`config.mk`:
```
export PLATFORM = sky130hd
export DESIGN_NAME = uart_tx_frame
export DESIGN_NICKNAME = d
export VERILOG_FILES = /design/src/rtl/uart_tx_frame.sv
export SDC_FILE = /design/constraint.sdc
export NUM_CORES = 1
export LEC_CHECK = 0
export ABC_AREA = 1
export CORE_ASPECT_RATIO = 0.7
export CORE_MARGIN = 5
export CORE_UTILIZATION = 30
export CTS_BUF_LIST = sky130_fd_sc_hd__clkbuf_8
export DETAILED_ROUTE_END_ITERATION = 6
export GPL_TIMING_DRIVEN = 0
export HOLD_SLACK_MARGIN = 0.02
export PLACE_DENSITY = 0.48
export SLEW_MARGIN = 20
export SYNTH_ARGS = -nofsm -noshare
export SYNTH_HDL_FRONTEND = slang
export SYNTH_SLANG_ARGS = --single-unit
```
`constraint.sdc`:
```
create_clock -name i_Clock -period 2.7 [get_ports i_Clock]
set_input_delay 0.405 -clock i_Clock [delete_from_list [all_inputs] [get_ports i_Clock]]
set_output_delay 0.405 -clock i_Clock [all_outputs]
set_load 0.02 [all_outputs]
```
`src/rtl/uart_tx_frame.sv`:
```
`timescale 1ns/1ps
// uart_tx_frame: parametrised UART transmitter. Each frame is a start bit,
// DATA_BITS data bits sent LSB first, an optional parity bit and 1 or 2 stop bits.
// A one-entry holding register lets frames go out back-to-back with no idle gap.
// Optional line-break generation is compiled in when UART_TX_BREAK_EN is defined.
module uart_tx_frame #(
  parameter int CLKS_PER_BIT = 217,
  parameter int DATA_BITS    = 8,
  parameter int PARITY       = 0,
  parameter int STOP_BITS    = 1
) (
  input  logic                 i_Clock,
  input  logic                 i_Rst_L,
  input  logic                 i_TX_DV,
`ifdef UART_TX_BREAK_EN
  input  logic                 i_TX_Break,
`endif
  input  logic [DATA_BITS-1:0] i_TX_Byte,
  output logic                 o_TX_Ready,
  output logic                 o_TX_Active,
  output logic                 o_TX_Serial,
  output logic                 o_TX_Done
);

  localparam int CW = $clog2(STOP_BITS * CLKS_PER_BIT) + 1;
  localparam int IW = $clog2(DATA_BITS);
  localparam logic [CW-1:0] BIT_LAST  = CW'(CLKS_PER_BIT - 1);
  localparam logic [CW-1:0] STOP_LAST = CW'(STOP_BITS * CLKS_PER_BIT - 1);
  localparam logic [IW-1:0] DATA_LAST = IW'(DATA_BITS - 1);

`ifdef UART_TX_BREAK_EN
  // A break holds the line low for at least one full frame, counted in bit periods.
  localparam int FRAME_BITS = 1 + DATA_BITS + ((PARITY != 0) ? 1 : 0) + STOP_BITS;
  localparam int BW = $clog2(FRAME_BITS + 1);
  localparam logic [BW-1:0] FRAME_LAST = BW'(FRAME_BITS - 1);
  localparam logic [BW-1:0] FRAME_FULL = BW'(FRAME_BITS);

  typedef enum logic [2:0] {
    S_IDLE, S_START, S_DATA, S_PARITY, S_STOP, S_BREAK, S_MARK
  } state_t;
`else
  typedef enum logic [2:0] {
    S_IDLE, S_START, S_DATA, S_PARITY, S_STOP
  } state_t;
`endif

  state_t                 state_reg, state_next;
  logic [CW-1:0]          cnt_reg, cnt_next;
  logic [IW-1:0]          bit_idx_reg, bit_idx_next;
  logic [DATA_BITS-1:0]   shift_reg, shift_next;
  logic [DATA_BITS-1:0]   hold_reg, hold_next;
  logic                   hold_full_reg, hold_full_next;
  logic                   serial_reg, serial_next;
  logic                   par_bit;
  logic                   accept;
`ifdef UART_TX_BREAK_EN
  logic [BW-1:0]          brk_cnt_reg, brk_cnt_next;
`endif

`ifdef UART_TX_BREAK_EN
  assign o_TX_Ready  = ~hold_full_reg & (state_reg != S_BREAK);
`else
  assign o_TX_Ready  = ~hold_full_reg;
`endif
  assign accept      = i_TX_DV & o_TX_Ready;
  assign o_TX_Active = (state_reg != S_IDLE);
  assign o_TX_Done   = (state_reg == S_STOP) && (cnt_reg == STOP_LAST);
  assign o_TX_Serial = serial_reg;

  // State, counters, data registers and the registered serial line.
  always_ff @(posedge i_Clock or negedge i_Rst_L) begin
    if (!i_Rst_L) begin
      state_reg     <= S_IDLE;
      cnt_reg       <= '0;
      bit_idx_reg   <= '0;
      shift_reg     <= '0;
      hold_reg      <= '0;
      hold_full_reg <= 1'b0;
      serial_reg    <= 1'b1;
`ifdef UART_TX_BREAK_EN
      brk_cnt_reg   <= '0;
`endif
    end else begin
      state_reg     <= state_next;
      cnt_reg       <= cnt_next;
      bit_idx_reg   <= bit_idx_next;
      shift_reg     <= shift_next;
      hold_reg      <= hold_next;
      hold_full_reg <= hold_full_next;
      serial_reg    <= serial_next;
`ifdef UART_TX_BREAK_EN
      brk_cnt_reg   <= brk_cnt_next;
`endif
    end
  end

  // Next-state logic; the serial line is decoded from the next state so it is registered.
  always_comb begin
    state_next     = state_reg;
    cnt_next       = cnt_reg;
    bit_idx_next   = bit_idx_reg;
    shift_next     = shift_reg;
    hold_next      = hold_reg;
    hold_full_next = hold_full_reg;
    serial_next    = 1'b1;
    par_bit        = 1'b0;
`ifdef UART_TX_BREAK_EN
    brk_cnt_next   = brk_cnt_reg;
`endif

    // Accept and transfer are exclusive: accept needs an empty hold, transfer a full one.
    if (accept) begin
      hold_next      = i_TX_Byte;
      hold_full_next = 1'b1;
    end

    case (state_reg)
      S_IDLE: begin
        cnt_next     = '0;
        bit_idx_next = '0;
`ifdef UART_TX_BREAK_EN
        if (i_TX_Break) begin
          brk_cnt_next = '0;
          state_next   = S_BREAK;
        end else
`endif
        if (hold_full_reg) begin
          shift_next     = hold_reg;
          hold_full_next = 1'b0;
          state_next     = S_START;
        end
      end
      S_START: begin
        if (cnt_reg == BIT_LAST) begin
          cnt_next     = '0;
          bit_idx_next = '0;
          state_next   = S_DATA;
        end else begin
          cnt_next = cnt_reg + 1'b1;
        end
      end
      S_DATA: begin
        if (cnt_reg == BIT_LAST) begin
          cnt_next = '0;
          if (bit_idx_reg == DATA_LAST) begin
            if (PARITY != 0) state_next = S_PARITY;
            else             state_next = S_STOP;
          end else begin
            bit_idx_next = bit_idx_reg + 1'b1;
          end
        end else begin
          cnt_next = cnt_reg + 1'b1;
        end
      end
      S_PARITY: begin
        if (cnt_reg == BIT_LAST) begin
          cnt_next   = '0;
          state_next = S_STOP;
        end else begin
          cnt_next = cnt_reg + 1'b1;
        end
      end
      S_STOP: begin
        if (cnt_reg == STOP_LAST) begin
          cnt_next = '0;
          // A byte already waiting chains straight into the next start bit.
          if (hold_full_reg) begin
            shift_next     = hold_reg;
            hold_full_next = 1'b0;
            state_next     = S_START;
          end else begin
            state_next = S_IDLE;
          end
        end else begin
          cnt_next = cnt_reg + 1'b1;
        end
      end
`ifdef UART_TX_BREAK_EN
      S_BREAK: begin
        if (((brk_cnt_reg == FRAME_LAST) && (cnt_reg == BIT_LAST) ||
             (brk_cnt_reg == FRAME_FULL)) && !i_TX_Break) begin
          cnt_next   = '0;
          state_next = S_MARK;
        end else if (cnt_reg == BIT_LAST) begin
          cnt_next = '0;
          if (brk_cnt_reg != FRAME_FULL) brk_cnt_next = brk_cnt_reg + 1'b1;
        end else begin
          cnt_next = cnt_reg + 1'b1;
        end
      end
      S_MARK: begin
        if (cnt_reg == STOP_LAST) begin
          cnt_next   = '0;
          state_next = S_IDLE;
        end else begin
          cnt_next = cnt_reg + 1'b1;
        end
      end
`endif
      default: state_next = S_IDLE;
    endcase

    par_bit = (PARITY == 1) ? ~(^shift_next) : (^shift_next);

    case (state_next)
      S_START:  serial_next = 1'b0;
      S_DATA:   serial_next = shift_next[bit_idx_next];
      S_PARITY: serial_next = par_bit;
`ifdef UART_TX_BREAK_EN
      S_BREAK:  serial_next = 1'b0;
`endif
      default:  serial_next = 1'b1;
    endcase
  end

endmodule

```
# After elaboration in Yosys (flattened, before gate mapping)
# Index checks and enable logic that the tools add are counted.
[classes]
bitwise_logic = 2
magnitude_cmp = 1
n_addsub = 2
n_eq_ne = 9
n_reduce_logical = 6
muxes = 24
[ops]
columns = ["cell", "count"]
rows = [
  ["$mux W3", 9],
  ["$pmux W9 S2", 1],
  ["$mux W8", 2],
  ["$pmux W8 S2", 1],
  ["$pmux W3 S5", 1],
  ["$eq A3 B2 Y1 const B", 4],
  ["$add A9 B1 Y9 const B", 1],
  ["$eq A9 B8 Y1 const B", 1],
  ["$mux W9", 1],
  ["$pmux W3 S3", 1],
  ["$reduce_xor A8 Y1", 1],
  ["$eq A3 B1 Y1 const B", 2],
  ["$eq A3 B3 Y1 const B", 2],
  ["$mux W1", 5],
  ["$lt A3 B4 Y1 const B", 1],
  ["$reduce_or A4 Y1", 1],
  ["$add A3 B1 Y3 const B", 1],
  ["$bmux W1 S3", 1],
  ["$logic_not A3 Y1", 1],
  ["$pmux W1 S3", 1],
  ["$reduce_bool A3 Y1", 1],
  ["$pmux W1 S2", 1],
  ["$reduce_bool A2 Y1", 1],
  ["$and A1 B1 Y1", 1],
  ["2 further kinds", 2],
]
[word_totals]
out_inout_bits = 4
input_bits = 11
wordCells = 51
ff_bits = 33

# Depth between registers and ports, before layout
[depth]
ltp_word = 7
ltp_mapped = 18
depth_no_buf = 18

# Worst setup path after synthesis
# OpenSTA, ideal clock, no wires.
[synth_timing]
path_type = "flip-flop to flip-flop"
startpoint = "register cnt_reg[0]"
endpoint = "register serial_reg, in the netlist o_TX_Serial"
t_arrival_ps = 1732
path_buffers = 0
setup_slack_ps = 892
stages_incl_launch_ff = 18
required_time_ps = 2624
period_less_slack_ps = 1808
setup_time_ps = 76
cell_sequence = "dfrtp_1 inv_1 ha_1 nand2_1 nor2_2 nand2_4 o21ai_4 nand2_1 nand2_2 inv_2 nand2_2 nand2_2 nand2_2 inv_1 nor2_1 nand2_1 nand3_1 nand2_1"
[synth_via]
elab_chain_len = 6
word_cells_on_any_way = 18
cone_classes = "eq/ne (4); mux (13); reduce/logical (1)"
[synth_rtl]
columns = ["item", "line_no", "source"]
rows = [
  ["start, declared", "48", "logic [CW-1:0] cnt_reg, cnt_next;"],
  ["start signal, assigned", "85", "cnt_reg <= cnt_next;"],
  ["$eq A9 B8 Y1 (*)", "164", "if (cnt_reg == STOP_LAST) begin"],
  ["$mux W8 (*)", "164", ""],
  ["$pmux W8 S2 (*)", "117", "case (state_reg)"],
  ["via shift_next[4]", "50", "logic [DATA_BITS-1:0] shift_reg, shift_next;"],
  ["$bmux W1 S3", "207", "S_DATA: serial_next = shift_next[bit_idx_next];"],
  ["$mux W1 (implied by the code)", "207", ""],
  ["$pmux W1 S3 (*)", "205", "case (state_next)"],
  ["via serial_next", "53", "logic serial_reg, serial_next;"],
  ["end signal, assigned", "90", "serial_reg <= serial_next;"],
  ["end, declared", "53", ""],
]
# Mark *: on every way through the listed nets, which the timed path passes. The rest lies on a longest branch. The select of a mux whose other input is x is not followed.
# A chain may end at the register's enable or synchronous reset.

# Worst setup path after layout
[layout_timing]
startpoint = "register cnt_reg[0]"
endpoint = "output port o_TX_Done"
[layout_via]
elab_chain_len = 2
[layout_rtl]
columns = ["item", "line_no", "source"]
rows = [
  ["$eq A9 B8 Y1", "67", "assign o_TX_Done = (state_reg == S_STOP) && (cnt_reg == STOP_LAST);"],
  ["$logic_and A1 B1 Y1", "67", ""],
  ["end, declared", "22", "output logic o_TX_Done"],
]
# Every way passes these cells.

==> impl_metrics.toml <==
[critical_path]
start_kind = "flip-flop"
worst_path_dominant_cell_family = "buffers and inverters"
timing.critical_path.arrival_ps = 2090
required_ps = 2300
cp_max_fo = 10
worst_path_max_delay_cell = "sky130_fd_sc_hd__clkdlybuf4s50_1"
criticalPathCategory = "reg2out"
crit_buf_inv = 2
critPathMaxStageDelay_ps = 610
cp-end-kind = "primary output"
timing.critical_path.cells = "inv_1 -> ha_1 -> nand2_1 -> nor2_2 -> nand2_4 -> nor2_1 -> clkdlybuf4s50_1"

[die]
initial_util = 0.306
die_span_in_x_microns = 109
die-area_sq_um = 8610
floorplan.io_pins = 15
core_area_sq_um = 6690
rows = 25
die_h_microns = 79.2

[clock_network]
cts_tree = "built"
cts_inserted_buffers = 5
clockRootBuffer = "sky130_fd_sc_hd__clkbuf_8"
worst_setup_hold_path_clk_slew_ps = 70
ctsLongestPathBuffers = 2
cts.sinks = 33
clk-insertion-delay-late_ps = 290
clock_tree.htree_level_count = 2
cts_setup_buffers = 0

[placement]
routabilityCongestion = 0.764
placed_cell_count = 389
port_buffers = 14
place.detailed.hpwl_microns = 3600

[power_and_ir_drop]
power.density_nw_per_um2 = 871
ir_drop_mv = 0.378
p_leak_nw = 1.22
post_route_total_power_mw = 2.13

[sta]
final_worst_clock_skew_ps = 9.71
fmax_mhz = 400
share_of_the_cycle_needed_by_the_critical_path_after_routing = 0.925
report.final.setup_viol = 0
timing.hold.ws_ps = 507
max_slew_margin = 0.522
fin_tns_setup_ps = 0
final-hold-violation-count = 0
tightest_slew_ps = 713
grt_setup_unrepaired = "no"
timing.final.max_slew_violations = 0
period_minus_slack_ps = 2500

[layout]
post_layout_cell_count = 398
antenna-diode-count = 0
postLayoutCoreUtil = 0.366
num-fill-cells = 732
syn_to_final_growth_pct = 19.5
nets = 317
drive_above_1_share = 0.138
largest_reg_flops = 9

[routing]
avgRoutedWirePerCell_microns = 11.8
post_drt_via_cell_ratio = 4.49
drtPass1Iterations = 4
drtIter0Drc = 58
totalWireLength_microns = 4710
route.antenna.remaining_nets = 0
drc = 0
vias = 1787

[global_route]
grt_start_max_net_pins = 23
grt_pass1_vias = 1686
track_usage = 0.122
grt_pass1_wl_microns = 8120
globalRoute.totalOverflow = 0
number_of_antenna_violations_at_the_first_check_in_global_routing = 0

[logic_synthesis]
share_of_synthesized_area_occupied_by_flip_flops_and_latches = 0.404
synth_cells = 280
synth_top_cell_by_area = "sky130_fd_sc_hd__dfrtp_1"
post_synth.cell_area_avg_sq_um = 7.32
synthTopCellsByArea = "sky130_fd_sc_hd__dfrtp_1 39%, sky130_fd_sc_hd__nand2_1 16%, sky130_fd_sc_hd__inv_1 6.8%"
synth.cell_area_sq_um = 2050
synth_register_bits = 33
yosys_warnings = 0
synth_largest_type_area_fraction = 0.391
syn-num-nets = 294
yosys.cell_types.count = 30

[status]
status = "finished, final reports clean"

[job]
cap_viol_max_count = 0

[min_path]
holdCritPathClass = "reg2reg"
cell families after synthesis:
kind of cell,Yosys count,synth area share
and+or+nand+nor,163,0.358
muxes,6,0.0330
DFF,33,0.404
xor gates and xnor gates,6,0.0256
adders and majority gates,3,0.0183
AOI/OAI and AO/OA,26,0.0824
buffers and inverters,43,0.0788
layout by cell type, fill, tap and decap left out:
cell type	instances
sky130_fd_sc_hd__nand2_1	90
sky130_fd_sc_hd__inv_1	38
sky130_fd_sc_hd__dfrtp_1	32
sky130_fd_sc_hd__nand3_1	25
sky130_fd_sc_hd__nor2_1	20
sky130_fd_sc_hd__clkdlybuf4s50_1	13
sky130_fd_sc_hd__nand2_2	11
sky130_fd_sc_hd__o21ai_0	9
sky130_fd_sc_hd__inv_2	6
sky130_fd_sc_hd__mux2_2	6
sky130_fd_sc_hd__o22ai_1	6
sky130_fd_sc_hd__clkbuf_8	6
sky130_fd_sc_hd__a21oi_1	4
sky130_fd_sc_hd__nand4_1	4
sky130_fd_sc_hd__xor2_1	4
sky130_fd_sc_hd__nand3b_1	3
sky130_fd_sc_hd__ha_1	3
sky130_fd_sc_hd__nor2_4	2
sky130_fd_sc_hd__nor2_2	2
sky130_fd_sc_hd__nand2_4	2
sky130_fd_sc_hd__nor3_1	2
sky130_fd_sc_hd__xnor2_1	2
sky130_fd_sc_hd__o21ai_4	1
sky130_fd_sc_hd__and3_1	1
sky130_fd_sc_hd__a31o_2	1
sky130_fd_sc_hd__o21a_1	1
sky130_fd_sc_hd__a21boi_0	1
sky130_fd_sc_hd__o31ai_2	1
sky130_fd_sc_hd__o21ai_1	1
sky130_fd_sc_hd__nor4_1	1
sky130_fd_sc_hd__o32ai_1	1
sky130_fd_sc_hd__bufinv_16	1
sky130_fd_sc_hd__dlygate4sd3_1	1
sky130_fd_sc_hd__buf_2	1
sky130_fd_sc_hd__buf_12	1
sky130_fd_sc_hd__dfstp_2	1
final cells by class:
type | count | area (sq um) | share of cell area
clock buffers | 6 | 82.6 | 0.0337
clock inverters | 2 | 33.8 | 0.0138
inverters | 43 | 161 | 0.0659
multi-input cells | 204 | 1060 | 0.433
flip-flops and latches | 33 | 827 | 0.338
well taps | 94 | 118 | 0.0480
repair buffers | 16 | 165 | 0.0674
routing by layer:
metal  part of all wire  track usage
met4              0.010       0.0303
met3              0.043       0.0390
met5                  0            0
met1               0.54        0.180
met2               0.41        0.169
worst paths after layout:
kind	from	end	slack (ps)	depth (start not counted)
setup / recovery	cnt_reg[0]$_DFFE_PN0P_	o_TX_Done	200	7
hold / removal	hold_reg[4]$_DFFE_PN0P_	hold_reg[4]$_DFFE_PN0P_	510	1
setup reg to reg	cnt_reg[0]$_DFFE_PN0P_	o_TX_Serial$_DFF_PN1_	560	16
hold reg to reg	hold_reg[4]$_DFFE_PN0P_	hold_reg[4]$_DFFE_PN0P_	510	1
max in group asynchronous	i_Rst_L	o_TX_Serial$_DFF_PN1_	1670	3
min in group asynchronous	i_Rst_L	shift_reg[2]$_DFF_PN0_	530	2
metrics by stage:
stage | worst slack [ps] | cell area (sq um)
6_report | 201 | 2450
5_1_grt | 79.2 | 2450
4_1_cts | 170 | 2450
3_5_place_dp | 489 | 2320
3_3_place_gp | 423 | 2310
2_1_floorplan | 892 | 2050
what timing repair did:
action / in CTS / in global routing
hold endpoints to repair: 11 / 0
hold buffers: 1 / 0
gates resized for setup: 0 / 0
synthesized netlist by cell type, drive strengths merged:
master,instances
mux2,6
nor2,24
dfrtp,32
nor3,2
nor4,1
nand3b,3
a21boi,1
o22ai,6
o31ai,1
a21oi,4
xnor2,2
ha,3
o21a,1
nand2,103
xor2,4
a31o,1
o32ai,1
and3,1
nand3,25
inv,43
dfstp,1
o21ai,11
nand4,4
power breakdown:
| part | switching (mW) | internal [mW] | total (mW) |
|---|---|---|---|
| Combinational | 0.522 | 0.339 | 0.861 |
| Sequential | 0.116 | 0.663 | 0.779 |
| Clock | 0.195 | 0.297 | 0.492 |
No activity file was read; power rests on OpenSTA's default activity.
